## config.mk

```make
export PLATFORM = sky130hd
export DESIGN_NAME = muldiv_sequencer
export DESIGN_NICKNAME = d
export VERILOG_FILES = /design/src/rtl/muldiv_sequencer.sv
export SDC_FILE = /design/constraint.sdc
export NUM_CORES = 1
export LEC_CHECK = 0
export ABC_AREA = 1
export BUFFER_PORTS_ARGS = -buffer_cell sky130_fd_sc_hd__clkbuf_2
export CAP_MARGIN = 20
export CORE_MARGIN = 2
export CORE_UTILIZATION = 31
export DETAILED_ROUTE_END_ITERATION = 7
export HOLD_SLACK_MARGIN = 0.15
export PLACE_DENSITY_LB_ADDON = 0.2
export SLEW_MARGIN = 40
export SYNTH_ARGS = -nofsm -noshare
export SYNTH_HDL_FRONTEND = slang
export SYNTH_SLANG_ARGS = --single-unit
```

## constraint.sdc

```tcl
create_clock -name clk -period 3 [get_ports clk]
set_input_delay 0.6 -clock clk [delete_from_list [all_inputs] [get_ports clk]]
set_output_delay 0.6 -clock clk [all_outputs]
set_load 0.1 [all_outputs]
```

## src/rtl/muldiv_sequencer.sv

```systemverilog
// Iterative MIPS mult/multu/div/divu sequencer owning HI/LO and the pipeline stall hook.
// Optional macro MULDIV_EARLY_OUT_EN lets MUL finish as soon as the remaining multiplier is zero.
module muldiv_sequencer #(
  parameter int WIDTH = 32
) (
  input  logic             clk,
  input  logic             rst_n,
  input  logic             start,
  input  logic [1:0]       op,
  input  logic [WIDTH-1:0] operand_a,
  input  logic [WIDTH-1:0] operand_b,
  input  logic             hi_lo_read,
  input  logic             hi_lo_write,
  input  logic             hi_lo_sel,
  input  logic [WIDTH-1:0] hi_lo_write_data,
  output logic             busy,
  output logic             stall,
  output logic             done,
  output logic             div_by_zero,
  output logic [WIDTH-1:0] hi,
  output logic [WIDTH-1:0] lo
);

  typedef enum logic [1:0] {
    IDLE = 2'd0,
    MUL  = 2'd1,
    DIV  = 2'd2,
    SIGN = 2'd3
  } state_t;

  state_t state, state_next;

  logic [2*WIDTH-1:0] acc;
  logic [WIDTH-1:0]   mcand;
  logic [WIDTH-1:0]   mplier;
  logic [5:0]         count;
  logic               neg_lo;
  logic               neg_hi;
  logic               is_div;

  logic               is_signed;
  logic               a_neg;
  logic               b_neg;
  logic [WIDTH-1:0]   a_mag;
  logic [WIDTH-1:0]   b_mag;
  logic               div_zero;

  logic [WIDTH:0]     mul_sum;
  logic [WIDTH:0]     div_top;
  logic [WIDTH:0]     div_trial;
  logic [2*WIDTH-1:0] product;
  logic [2*WIDTH-1:0] product_fix;
  logic [WIDTH-1:0]   quot_fix;
  logic [WIDTH-1:0]   rem_fix;

  assign busy  = (state != IDLE);
  assign stall = busy & (start | hi_lo_read | hi_lo_write);

  // Operand decode: op[0]=1 is the unsigned flavour, op[1]=1 is divide.
  always_comb begin
    is_signed = ~op[0];
    a_neg     = is_signed & operand_a[WIDTH-1];
    b_neg     = is_signed & operand_b[WIDTH-1];
    a_mag     = a_neg ? -operand_a : operand_a;
    b_mag     = b_neg ? -operand_b : operand_b;
    div_zero  = op[1] & (operand_b == '0);
  end

  // One shift-add step and one restoring-divide step; the trial subtract
  // includes the bit shifted out of the remainder so 2*rem+1 never overflows.
  always_comb begin
    mul_sum   = {1'b0, acc[2*WIDTH-1:WIDTH]} + {1'b0, (mplier[0] ? mcand : '0)};
    div_top   = acc[2*WIDTH-1:WIDTH-1];
    div_trial = div_top - {1'b0, mcand};
  end

  // After an early exit the partial product still sits high in the
  // accumulator; shift it down by the iterations that were skipped.
  always_comb begin
`ifdef MULDIV_EARLY_OUT_EN
    product = acc >> (6'(WIDTH) - count);
`else
    product = acc;
`endif
    product_fix = neg_lo ? -product : product;
    quot_fix    = neg_lo ? -acc[WIDTH-1:0] : acc[WIDTH-1:0];
    rem_fix     = neg_hi ? -acc[2*WIDTH-1:WIDTH] : acc[2*WIDTH-1:WIDTH];
  end

  always_ff @(posedge clk) begin
    if (!rst_n) begin
      state <= IDLE;
    end else begin
      state <= state_next;
    end
  end

  always_comb begin
    state_next = state;
    case (state)
      IDLE: begin
        if (start && !div_zero) begin
          state_next = op[1] ? DIV : MUL;
        end
      end
      MUL: begin
        if (count == 6'(WIDTH - 1)) begin
          state_next = SIGN;
        end
`ifdef MULDIV_EARLY_OUT_EN
        else if ((mplier >> 1) == '0) begin
          state_next = SIGN;
        end
`endif
      end
      DIV: begin
        if (count == 6'(WIDTH - 1)) begin
          state_next = SIGN;
        end
      end
      SIGN: begin
        state_next = IDLE;
      end
      default: begin
        state_next = IDLE;
      end
    endcase
  end

  // Datapath and HI/LO ownership. An IDLE HI/LO write commits at once even
  // alongside a start; the muldiv result overwrites it later at SIGN.
  always_ff @(posedge clk) begin
    if (!rst_n) begin
      acc         <= '0;
      mcand       <= '0;
      mplier      <= '0;
      count       <= '0;
      neg_lo      <= 1'b0;
      neg_hi      <= 1'b0;
      is_div      <= 1'b0;
      hi          <= '0;
      lo          <= '0;
      done        <= 1'b0;
      div_by_zero <= 1'b0;
    end else begin
      done        <= 1'b0;
      div_by_zero <= 1'b0;
      case (state)
        IDLE: begin
          if (hi_lo_write) begin
            if (hi_lo_sel) begin
              hi <= hi_lo_write_data;
            end else begin
              lo <= hi_lo_write_data;
            end
          end
          if (start) begin
            if (div_zero) begin
              div_by_zero <= 1'b1;
            end else begin
              is_div <= op[1];
              count  <= '0;
              mplier <= b_mag;
              neg_lo <= a_neg ^ b_neg;
              neg_hi <= a_neg;
              if (op[1]) begin
                mcand <= b_mag;
                acc   <= {{WIDTH{1'b0}}, a_mag};
              end else begin
                mcand <= a_mag;
                acc   <= '0;
              end
            end
          end
        end
        MUL: begin
          acc    <= {mul_sum, acc[WIDTH-1:1]};
          mplier <= mplier >> 1;
          count  <= count + 6'd1;
        end
        DIV: begin
          acc   <= {(div_trial[WIDTH] ? div_top[WIDTH-1:0] : div_trial[WIDTH-1:0]),
                    acc[WIDTH-2:0], ~div_trial[WIDTH]};
          count <= count + 6'd1;
        end
        SIGN: begin
          if (is_div) begin
            lo <= quot_fix;
            hi <= rem_fix;
          end else begin
            hi <= product_fix[2*WIDTH-1:WIDTH];
            lo <= product_fix[WIDTH-1:0];
          end
          done <= 1'b1;
        end
        default: begin
        end
      endcase
    end
  end

endmodule

```

==> reports/metrics.csv <==
stage;metric;value;unit
clock_network;setup bufs post-CTS;0;
sta;PnR worst setup slack;233;ps
placement;placed inst area;20800;µm²
routing;vias per cell;5.28;
grt;pin count of the biggest net entering global routing;66;
power_and_ir_drop;Psw;11.5;mW
critical_path;Worst Path Max Fanout;4;
final_layout;NumNets Final;3613;
clock_network;H-tree levels;1;
routing;Avg WL per Cell;19.8;µm
hold_path;Hold Path Class;input port to register;
power_and_ir_drop;cell internal pwr;8.46;mW
status;status;finished clean;
sta;fmax;0.361;GHz
critical_path;largest stage delay on the critical path;520;ps
logic_synthesis;Synth Area per Inst;5.70;µm²
logic_synthesis;predominant post-synthesis flop cell;dfxtp_1;
clock_network;worst skew pair latency;590;ps
logic_synthesis;Post-Syn Instances;3288;
power_and_ir_drop;Flop pwr share;21.4;%
critical_path;Cell Chain, Critical Path;inv_1 > ha_1 > nand3_1 > nand3_1 > nand2_1 > nand2_1 > nand2_1 > nand2_1 > xnor2_1 > nand2_1 > nand3_1 > nand2_1 > nand2_1 > a21oi_1;
routing;Initial DRC Count;2135;
critical_path;most used cell, CP;nand2_1;
job;Max-cap violations;0;
power_and_ir_drop;Sw Share;57.7;%
final_layout;Final Instance Area;21800;µm²
final_layout;Area Overhead vs Synth;16.2;%
routing;Final ANT Viol Nets;0;
floorplan;core area;60100;µm²
final_layout;commonest non-fill, non-tap cell in the layout;nand2_1;
floorplan;I/O Pins;172;
hold_path;worst hold start;start;
sta;RSZ-0062 raised after global routing;false;
logic_synthesis;post-synth top area cell;dfxtp_1;
clock_network;CTS tree;done;
routing;Total Routed Length;84.0;mm
power_and_ir_drop;Power Density;918;nW/µm²
sta;Worst Max-Slew Pin Slew;747;ps
sta;Total Neg Setup Slack;0;ps
logic_synthesis;register area share after synthesis;21.9;%
sta;fin crit period;2770;ps
routing;# DRC;0;
sta;period utilisation layout;92.2;%
routing;DR pass1 iterations;5;
critical_path;WP data required;3430;ps
grt;GRT Overall Usage;26.0;%
floorplan;Die Area;62500;µm²
grt;total grt overflow;0;
grt;vias in the first global route;20600;
clock_network;clock-pin transition on the worst setup and hold timing paths;60;ps
critical_path;Crit Path Class;register to register;
grt;antenna violations before repair;0;
critical_path;CP max stage cell;dfxtp_1;
logic_synthesis;Area contributors post-synth;dfxtp_1, nand2_1, nand3_1, inv_1, a21oi_1;
power_and_ir_drop;Comb pwr share;61.2;%
routing;via count;22300;
sta;final-report setup violation count;0;
sta;Hold Fails Final Rpt;0;
logic_synthesis;top cell type's share of synthesized area;21.9;%
logic_synthesis;syn_nets;3467;
placement;IO buf count;171;
floorplan;row cnt;90;
clock_network;Max clock buf depth;3;
sta;Final Max Slew Viols;0;
placement;HPWL Detailed;68.1;mm
final_layout;commonest cells after routing, fill and taps aside;nand2_1, inv_1, nand3_1;
floorplan;initial core utilization;31.2;%
placement;GPL Wtd Cong;1.03;
clock_network;clock buffer count from CTS;26;
power_and_ir_drop;Worst VDD drop;0.00118;V
sta;Rel. slew slack;50.0;%
logic_synthesis;Synth Warn #;0;
clock_network;CTS Root Cell;clkbuf_16;
floorplan;die width;250;µm
grt;first-pass GRT wire length;127;mm
logic_synthesis;Post-synth ARST share;0;%
clock_network;clk sinks;205;
critical_path;Worst setup startpoint;mcand[1]$_SDFFE_PN0P_;
critical_path;Reg-to-Reg Start;mcand[1]$_SDFFE_PN0P_;
placement;post-place setup slack;-30.0;ps
critical_path;Startpoint Class;register;
sta;Max Clock Skew;36.7;ps
logic_synthesis;synth unique cells;47;
clock_network;Post-CTS Hold Buffers;0;
logic_synthesis;Post-Syn Area;18800;µm²
final_layout;n_diodes;0;
power_and_ir_drop;leakage;10.7;nW
logic_synthesis;Seq cells post-synth;205;
critical_path;Critical Path AT;3190;ps
floorplan;Die H;250;µm
critical_path;Setup crit end kind;register;
power_and_ir_drop;Clk pwr share;17.3;%
logic_synthesis;EDFF count, synth;0;
final_layout;share of cells above drive strength 1;11.7;%
-- synthesized netlist by cell type (2+ instances only) --
cell	count
o21a_1	6
xor2_1	37
nor2_2	10
inv_1	378
buf_4	8
o21ai_1	3
nand3_1	334
ha_1	73
nand2_1	950
inv_2	13
nor4_1	10
a31oi_1	61
o22ai_1	30
nand3b_1	18
buf_1	14
nand2_2	21
or2_2	18
nor2_1	264
fa_1	2
dfxtp_1	205
or2_1	2
o21bai_1	9
clkbuf_1	106
buf_2	12
a21oi_2	12
and3_1	2
buf_6	2
clkinv_1	5
xnor2_1	21
a211oi_1	5
nand2_4	3
o21ai_0	257
o211ai_1	25
a21o_1	9
a21oi_1	279
nand3_2	3
nor3_1	30
and2_1	6
a22oi_1	3
o31ai_1	3
nand4_1	33
-- per-stage QoR --
| stage | hold WS [ps] | util [%] | std cells | total power [mW] |
|---|---|---|---|---|
| 4_1_cts | 296 | 36.1 | 4235 | 19.8 |
| 2_1_floorplan | 440 | - | 3288 | 12.9 |
| 5_1_grt | 313 | 36.2 | 4236 | 21.1 |
| 3_5_place_dp | 454 | 34.6 | 4187 | 16.3 |
| 6_report | 314 | 36.2 | 4236 | 20.0 |
| 3_3_place_gp | 452 | 34.6 | 4187 | 16.3 |
-- final timing paths --
kind,cells past startpoint,slack (ps),endpoint
setup / recovery,14,230,acc[47]$_SDFFE_PN0P_
setup reg to reg,14,230,acc[47]$_SDFFE_PN0P_
hold reg to reg,2,470,mplier[1]$_SDFFE_PN0P_
hold / removal,3,310,div_by_zero$_SDFF_PN0_
-- cell type report --
class | count | area (µm²)
Fill cell | 6936 | 38400
Multi-Input combinational cell | 2546 | 12700
Sequential cell | 205 | 4110
Timing Repair Buffer | 259 | 1610
Inverter | 396 | 1490
Tap cell | 782 | 978
Clock buffer | 37 | 752
Clock inverter | 11 | 188
-- kinds of logic after synthesis --
group | Yosys count | share of synthesized area (%)
AOI/OAI and AO/OA | 705 | 20.6
xor gates and xnor gates | 58 | 2.71
adders and majority gates | 75 | 5.08
buffers and inverters | 538 | 11.1
DFF | 205 | 21.9
and+or+nand+nor | 1707 | 38.6
-- power by group through the flow --
stage	sequential [mW]	combinational (mW)	clock, mW
5_1_grt	4.38	13.1	3.61
6_report	4.28	12.2	3.47
2_1_floorplan	6.85	6.04	0
4_1_cts	4.26	12.0	3.51
3_3_place_gp	4.32	12.0	0
3_5_place_dp	4.31	12.0	0
-- critical path: cells and delay by family, from the launching register on --
kind	cells	cell delay, ps
simple gates	10	990
flops	1	520
xor+xnor	1	400
fa+ha+maj	1	380
buf+inv	1	240
compound gates	1	60
-- registers in the layout, indices dropped and copies added (netlist names) --
name	cells
acc	64
count	6
div_by_zero	1
done	1
hi	32
is_div	1
lo	32
mcand	32
mplier	32
neg_hi	1
neg_lo	1
state	2
-- routing by layer --
metal | wire length, µm | share of wire [%] | up-vias | track usage (%)
met3 | 5340 | 6.4 | 134 | 2.45
li1 | - | - | 11100 | -
met2 | 35600 | 42 | 907 | 39.5
met5 | 0 | 0 | - | 0
met1 | 39500 | 47 | 10200 | 37.8
met4 | 3520 | 4.2 | 0 | 9.96
-- repair_timing --
action,CTS,global route
pin swaps,0,1
setup endpoints to repair,26,33
cloned,0,1
resized for setup,1,10
endpoints found under the hold margin,0,0
(Power assumes the default switching activity.)
